==> config.mk <==
export PLATFORM = sky130hd
export DESIGN_NAME = fetch_pipe_flat
export DESIGN_NICKNAME = d
export VERILOG_FILES = /design/src/rtl/fetch_pkg.sv /design/src/rtl/fetch_pipe_if.sv /design/src/rtl/fetch_fifo.sv /design/src/rtl/fetch_pipe.sv /design/src/flat_wrapper.sv
export SDC_FILE = /design/constraint.sdc
export NUM_CORES = 1
export LEC_CHECK = 0
export ABC_CLOCK_PERIOD_IN_PS = 3400
export BUFFER_PORTS_ARGS = -buffer_cell sky130_fd_sc_hd__buf_4
export CORE_MARGIN = 8
export CORE_UTILIZATION = 54
export DETAILED_ROUTE_END_ITERATION = 10
export PLACE_DENSITY = 0.82
export SLEW_MARGIN = 20
export SYNTH_ARGS = -nofsm -noshare
export SYNTH_HDL_FRONTEND = slang
export SYNTH_SLANG_ARGS = --single-unit
export TNS_END_PERCENT = 30
==> constraint.sdc <==
create_clock -name Clk -period 3.4 [get_ports Clk]
set_input_delay 0 -clock Clk [delete_from_list [all_inputs] [get_ports Clk]]
set_output_delay 0 -clock Clk [all_outputs]
set_load 0.05 [all_outputs]
==> src/rtl/fetch_pkg.sv <==
`default_nettype none
// ============================================================================
// Module   : fetch_pkg
// Brief    : Shared constants and entry type for the instruction fetch pipe.
// Revision : 1.0
// ============================================================================
package fetch_pkg;

    localparam int unsigned c_XLEN   = 32;
    localparam int unsigned c_PC_INC = 4;

    typedef struct packed {
        logic [c_XLEN-1:0] pc;
        logic [c_XLEN-1:0] inst;
    } fetch_entry_t;

endpackage
`default_nettype wire

==> src/rtl/fetch_pipe_if.sv <==
`default_nettype none
// ============================================================================
// Module   : fetch_pipe_if
// Brief    : Instruction-memory, redirect and decode-side signals of fetch_pipe.
// Revision : 1.0
// ============================================================================
interface fetch_pipe_if
    import fetch_pkg::*;
#(
    parameter int XLEN = c_XLEN
);

    logic            imem_req;
    logic [XLEN-1:0] imem_addr;
    logic [XLEN-1:0] imem_rdata;
    logic            redirect_valid;
    logic [XLEN-1:0] redirect_target;
    logic            inst_valid;
    logic            inst_ready;
    logic [XLEN-1:0] inst_data;
    logic [XLEN-1:0] inst_pc;

    modport master (
        output imem_req,
        output imem_addr,
        input  imem_rdata,
        input  redirect_valid,
        input  redirect_target,
        output inst_valid,
        input  inst_ready,
        output inst_data,
        output inst_pc
    );

    modport slave (
        input  imem_req,
        input  imem_addr,
        output imem_rdata,
        output redirect_valid,
        output redirect_target,
        input  inst_valid,
        output inst_ready,
        input  inst_data,
        input  inst_pc
    );

endinterface
`default_nettype wire

==> src/rtl/fetch_fifo.sv <==
`default_nettype none
// ============================================================================
// Module   : fetch_fifo
// Brief    : Power-of-two FIFO with synchronous clear, push, pop and count.
// Revision : 1.0
// ============================================================================
module fetch_fifo #(
    parameter int DEPTH = 4,
    parameter int WIDTH = 64
) (
    input  wire logic             clk,
    input  wire logic             rst,
    input  wire logic             i_clr,
    input  wire logic             i_push,
    input  wire logic [WIDTH-1:0] i_data,
    input  wire logic             i_pop,
    output logic      [WIDTH-1:0] o_data,
    output logic [$clog2(DEPTH):0] o_count
);

    localparam int AW = $clog2(DEPTH);
    localparam int CW = AW + 1;

    logic [WIDTH-1:0] r_mem [DEPTH];
    logic [AW-1:0]    r_wptr;
    logic [AW-1:0]    r_rptr;
    logic [CW-1:0]    r_count;
    logic             w_flush;

    assign w_flush = rst || i_clr;

    always_ff @(posedge clk) begin
        if (w_flush) begin
            r_wptr  <= '0;
            r_rptr  <= '0;
            r_count <= '0;
        end else begin
            if (i_push) begin
                r_wptr <= r_wptr + AW'(1);
            end
            if (i_pop) begin
                r_rptr <= r_rptr + AW'(1);
            end
            case ({i_push, i_pop})
                2'b10:   r_count <= r_count + CW'(1);
                2'b01:   r_count <= r_count - CW'(1);
                default: r_count <= r_count;
            endcase
        end
    end

    // Storage needs no reset: the count alone decides what is visible.
    always_ff @(posedge clk) begin
        if (i_push && !w_flush) begin
            r_mem[r_wptr] <= i_data;
        end
    end

    assign o_data  = r_mem[r_rptr];
    assign o_count = r_count;

    a_no_overrun: assert property (@(posedge clk) disable iff (w_flush)
        !(i_push && !i_pop && (r_count == CW'(DEPTH))));

    a_no_underrun: assert property (@(posedge clk) disable iff (w_flush)
        !(i_pop && (r_count == '0)));

endmodule
`default_nettype wire

==> src/rtl/fetch_pipe.sv <==
`default_nettype none
// ============================================================================
// Module   : fetch_pipe
// Brief    : Sequential instruction fetch with redirect and decoupling queue.
// Revision : 1.0
// ============================================================================
module fetch_pipe
    import fetch_pkg::*;
#(
    parameter int unsigned     XLEN     = c_XLEN,
    parameter int unsigned     DEPTH    = 4,
    parameter logic [XLEN-1:0] RESET_PC = '0
) (
    input  wire logic    Clk,
    input  wire logic    Rst,
    fetch_pipe_if.master bus
);

    localparam int CW = $clog2(DEPTH) + 1;
    localparam int FW = 2 * XLEN;

    logic [XLEN-1:0] r_pc;
    logic [XLEN-1:0] r_req_pc;
    logic            r_inflight;
    logic            r_kill;

    logic [CW-1:0]   w_count;
    logic [FW-1:0]   w_head;
    logic [CW:0]     w_occ;
    logic            w_valid;
    logic            w_pop;
    logic            w_push;
    logic            w_req;

    // A redirect hides the head this cycle so nothing stale reaches decode.
    assign w_valid = (w_count != '0) && !bus.redirect_valid && !Rst;
    assign w_pop   = w_valid && bus.inst_ready;
    assign w_occ   = {1'b0, w_count} + (CW+1)'(r_inflight) - (CW+1)'(w_pop);
    assign w_req   = !Rst && !bus.redirect_valid && (w_occ < (CW+1)'(DEPTH));
    assign w_push  = r_inflight && !r_kill && !bus.redirect_valid;

    always_ff @(posedge Clk) begin
        if (Rst) begin
            r_pc       <= RESET_PC;
            r_req_pc   <= '0;
            r_inflight <= 1'b0;
            r_kill     <= 1'b0;
        end else begin
            r_inflight <= w_req;
            if (w_req) begin
                r_req_pc <= r_pc;
            end
            if (bus.redirect_valid) begin
                r_pc <= bus.redirect_target & ~XLEN'(3);
            end else if (w_req) begin
                r_pc <= r_pc + XLEN'(c_PC_INC);
            end
            // A response returning during the redirect cycle is dropped by the
            // queue clear; only a request still outstanding after it needs killing.
            if (bus.redirect_valid) begin
                r_kill <= w_req;
            end else if (r_inflight) begin
                r_kill <= 1'b0;
            end
        end
    end

    fetch_fifo #(
        .DEPTH (DEPTH),
        .WIDTH (FW)
    ) u_fifo (
        .clk     (Clk),
        .rst     (Rst),
        .i_clr   (bus.redirect_valid),
        .i_push  (w_push),
        .i_data  ({r_req_pc, bus.imem_rdata}),
        .i_pop   (w_pop),
        .o_data  (w_head),
        .o_count (w_count)
    );

    assign bus.imem_req   = w_req;
    assign bus.imem_addr  = r_pc;
    assign bus.inst_valid = w_valid;
    assign bus.inst_pc    = Rst ? '0 : w_head[FW-1:XLEN];
    assign bus.inst_data  = Rst ? '0 : w_head[XLEN-1:0];

    a_no_overflow: assert property (@(posedge Clk) disable iff (Rst)
        (({1'b0, w_count} + (CW+1)'(r_inflight)) <= (CW+1)'(DEPTH)));

    a_aligned: assert property (@(posedge Clk) disable iff (Rst)
        bus.imem_req |-> (bus.imem_addr[1:0] == 2'b00));

endmodule
`default_nettype wire

==> src/flat_wrapper.sv <==
// flat-port wrapper written by rule: the top's interface ports become plain ports
module fetch_pipe_flat import fetch_pkg::*;
#(
    parameter int unsigned     XLEN     = c_XLEN,
    parameter int unsigned     DEPTH    = 4,
    parameter logic [XLEN-1:0] RESET_PC = '0
)
  (Clk, Rst, bus_imem_req, bus_imem_addr, bus_imem_rdata, bus_redirect_valid, bus_redirect_target, bus_inst_valid, bus_inst_ready, bus_inst_data, bus_inst_pc);
  fetch_pipe_if #(.XLEN(XLEN)) bus_i ();
  input  wire logic Clk;
  input  wire logic Rst;
  output wire logic [$bits(bus_i.imem_req)-1:0] bus_imem_req;
  output wire logic [$bits(bus_i.imem_addr)-1:0] bus_imem_addr;
  input wire logic [$bits(bus_i.imem_rdata)-1:0] bus_imem_rdata;
  input wire logic [$bits(bus_i.redirect_valid)-1:0] bus_redirect_valid;
  input wire logic [$bits(bus_i.redirect_target)-1:0] bus_redirect_target;
  output wire logic [$bits(bus_i.inst_valid)-1:0] bus_inst_valid;
  input wire logic [$bits(bus_i.inst_ready)-1:0] bus_inst_ready;
  output wire logic [$bits(bus_i.inst_data)-1:0] bus_inst_data;
  output wire logic [$bits(bus_i.inst_pc)-1:0] bus_inst_pc;
  assign bus_imem_req = bus_i.imem_req;
  assign bus_imem_addr = bus_i.imem_addr;
  assign bus_i.imem_rdata = bus_imem_rdata;
  assign bus_i.redirect_valid = bus_redirect_valid;
  assign bus_i.redirect_target = bus_redirect_target;
  assign bus_inst_valid = bus_i.inst_valid;
  assign bus_i.inst_ready = bus_inst_ready;
  assign bus_inst_data = bus_i.inst_data;
  assign bus_inst_pc = bus_i.inst_pc;
  fetch_pipe #(.XLEN(XLEN), .DEPTH(DEPTH), .RESET_PC(RESET_PC)) u_core (.Clk(Clk), .Rst(Rst), .bus(bus_i));
endmodule
==> impl_metrics.tcl <==
set metrics [dict create \
    outcome "completed" \
    cp_max_fo 12 \
    finalHoldViolations 0 \
    synthTopCellsByCount "edfxtp_1 (248), dfxtp_1 (71), nor2_1 (68)" \
    pin_count 166 \
    crit_path_frequent_cell "ha_1" \
    design_area_um2 16290 \
    drt_iter0_markers 583 \
    cts.sinks 319 \
    path_class "reg -> reg" \
    cts.clk_slew.worst_paths_ns 0.06 \
    endpoint_kind "register" \
    max-vdd-ir-drop_mv 0.3260 \
    grt_pass1_vias 8351 \
    async_flop_share_pct 0 \
    syn_avg_cell_area_um2 16.25 \
    wl_mm 29.23 \
    drt-pass1-iter-count 5 \
    comb_power_share_pct 7.1 \
    synth_top_area_share_pct 57.78 \
    power_frac_seq_pct 50.8 \
    crit_chain "o311a_4 > ha_1 > inv_1 > ha_1 > nand3b_1 > a211o_4 > buf_4 > a311oi_2 > nor3_1 > a2111oi_1 > dlygate4sd3_1" \
    cts-root-buf "clkbuf_16" \
    final_layout_size_suffix_gt1_share_pct 29.08 \
    cp_slowest_cell "dlygate4sd3_1" \
    maxUsedRoutingLayer "met4" \
    antenna_found_initial 0 \
    vias_per_cell 5.714 \
    syn2layout_area_growth_pct 26.42 \
    routed-wl-met3_mm 2.132 \
    die_h_um 170.5 \
    setup-violations-final 0 \
    yosysMostFrequentCell "edfxtp_1" \
    cts_buffers 34 \
    die_area_um2 29070 \
    post-dp-hpwl_mm 17.60 \
    place.gp.congestion 0.8350 \
    synth_cells 793 \
    slowest_delay_ns 0.61 \
    cp-start-kind "register" \
    fin_crit_ns 3.318 \
    tritoncts "built" \
    diodes 0 \
    fin_nets 1103 \
    worstMarginPinSlew_ns 0.9721 \
    synth_edf_count 248 \
    synth.area.top_cells "edfxtp_1 (58%), dfxtp_1 (11%), mux4_2 (11%)" \
    met2WireLength_mm 14.91 \
    yosys_warnings 0 \
    path_delay_family "compound AO/OA/AOI/OAI gates" \
    port_buffers 159 \
    relSlewSlack_pct 35.20 \
    fmax_ghz 0.3014 \
    cellPowerDensity_nw_per_um2 520.7 \
    yosysUniqueCellTypes 47 \
    clk_latency_ns 0.50 \
    switching_share_pct 21.82 \
    grt_pass1_wl_mm 45.44 \
    grt_max_degree 70 \
    rows 56 \
    power_frac_clock_pct 42.0 \
    htreeDepth 2 \
    grt_usage_pct 20.10 \
    p_int_w 0.006634 \
    cp.required_ns 3.84 \
    die_w_um 170.5 \
    drtAntennaViolNets 0 \
    dp.cells 1237 \
    globalRouteOverflowTotal 0 \
    cts_buffer_depth 3 \
    core_area_um2 23470 \
    hold_class "in -> reg" \
    slew_violations 0 \
    cp.arrival_ns 3.76 \
    place_area_um2 14470 \
    synth_area_um2 12890 \
    synth_seq_cells 319 \
    wl_met1_mm 11.66 \
    vias 7817 \
    synth_largest_area_cell "edfxtp_1" \
    fill_cells 1506 \
    yosysSeqAreaShare_pct 68.81 \
    worst-path-buf-inv 3 \
    drc_errors 0 \
    clock_skew_ns 0.01019 \
    drv_cap 0 \
    wl_per_cell_um 21.36 \
    switching_power_w 0.001851 \
    power_leakage_nw 5.892 \
    finalCritPeriodShare_pct 97.59 \
    fin_cells 1368 \
    ys.flop_type "edfxtp_1" \
    start_util_pct 54.91 \
]
[cell families after synthesis]
family	Yosys count	share of synthesized area (%)
buffers and inverters	72	2.466
muxes	94	13.32
other	1	0.02910
DFF	319	68.81
AOI/OAI and AO/OA	66	4.116
and+or+nand+nor	209	8.737
xor gates and xnor gates	22	1.495
adders and majority gates	10	1.029
[path summary, 6_finish.rpt]
kind | startpoint | end | slack (ns) | cells past startpoint
worst max-delay path | u_core.u_fifo.o_count[2] | u_core.bus.imem_addr[18] | 0.08 | 11
worst max register to register | u_core.u_fifo.o_count[2] | u_core.bus.imem_addr[18] | 0.08 | 11
worst min register to register | u_core.r_kill | u_core.r_kill | 0.49 | 1
worst min-delay path | bus_inst_ready | register | 0.02 | 4
[power groups by stage]
stage	registers (W)	clock network [W]	logic [W]
floorplan	0.00446	0	0.000241
global placement	0.00439	0	0.000526
detailed placement	0.00439	0	0.000536
CTS	0.00431	0.00363	0.000605
global route	0.00431	0.00379	0.000641
finish	0.00431	0.00357	0.000606
[repair_timing]
item,CTS,global route
buffers inserted,0,2
gates resized for setup,0,6
endpoints found under the setup margin,0,6
hold buffers,69,0
endpoints found under the hold margin,159,0
[per-stage QoR]
step           util [%]  setup WS [ns]  hold slack (ns)  total power, W  setup TNS, ns
2_1_floorplan         -         0.5481          0.09887        0.004702              0
3_3_place_gp      61.63         0.4720           0.2007        0.004913              0
3_5_place_dp      61.63         0.3883           0.2018        0.004928              0
4_1_cts           69.23        0.02317        0.0001938        0.008546              0
5_1_grt           69.42       -0.01790          0.02105        0.008747       -0.01790
6_report          69.42        0.08207          0.02449        0.008485              0
[cell usage in the layout, fill, tap and decap left out, types with 4 or more instances in the layout]
cell type      count
xnor2_1           19
and2_1            63
buf_12             5
ha_1               9
conb_1             4
dlygate4sd3_1     69
a311oi_1          14
o2111a_1           5
clkbuf_1           6
nor2_1            68
clkbuf_16         37
dfxtp_1           68
mux2i_1           32
nand4_1           18
and2_4             4
and3_1             9
buf_4            175
and4_1             6
a211oi_1          18
nand3_1           14
clkinv_1           5
a31oi_1            7
a211o_1            5
inv_1             14
nand2_1           11
clkinv_2           7
mux4_2            62
edfxtp_1         248
[sequential cells by signal, summed over array words and instances, names as in the netlist, named ones only]
signal / count
u_core.u_fifo.r_mem: 248
u_core.bus.imem_addr: 30
u_core.r_req_pc: 30
u_core.u_fifo.o_count: 3
u_core.u_fifo.r_rptr: 2
u_core.u_fifo.r_wptr: 2
u_core.r_inflight: 1
u_core.r_kill: 1
[layer usage]
| metal | track usage (%) | up-vias |
|---|---|---|
| met5 | 0 | - |
| met4 | 5.568 | 0 |
| met1 | 24.83 | 3938 |
| met3 | 4.379 | 47 |
| li1 | - | 3542 |
| met2 | 35.27 | 290 |
[layout make-up]
cell class,count,area [µm²],area share [%]
tap,319,399.1,2.450
clock buffer,44,962.2,5.905
timing repair buffer,249,2105,12.92
clock inverter,16,131.4,0.8063
sequential,319,8877,54.48
inverter,16,60.06,0.3686
multi-input combinational,405,3760,23.07
[worst register-to-register path: stages, from the launching register on]
cell	delay, ns
dfxtp_2	0.36
o311a_4	0.41
ha_1	0.20
inv_1	0.05
ha_1	0.12
nand3b_1	0.13
a211o_4	0.40
buf_4	0.20
a311oi_2	0.30
nor3_1	0.08
a2111oi_1	0.41
dlygate4sd3_1	0.61
No activity file was read; power rests on OpenSTA's default activity.
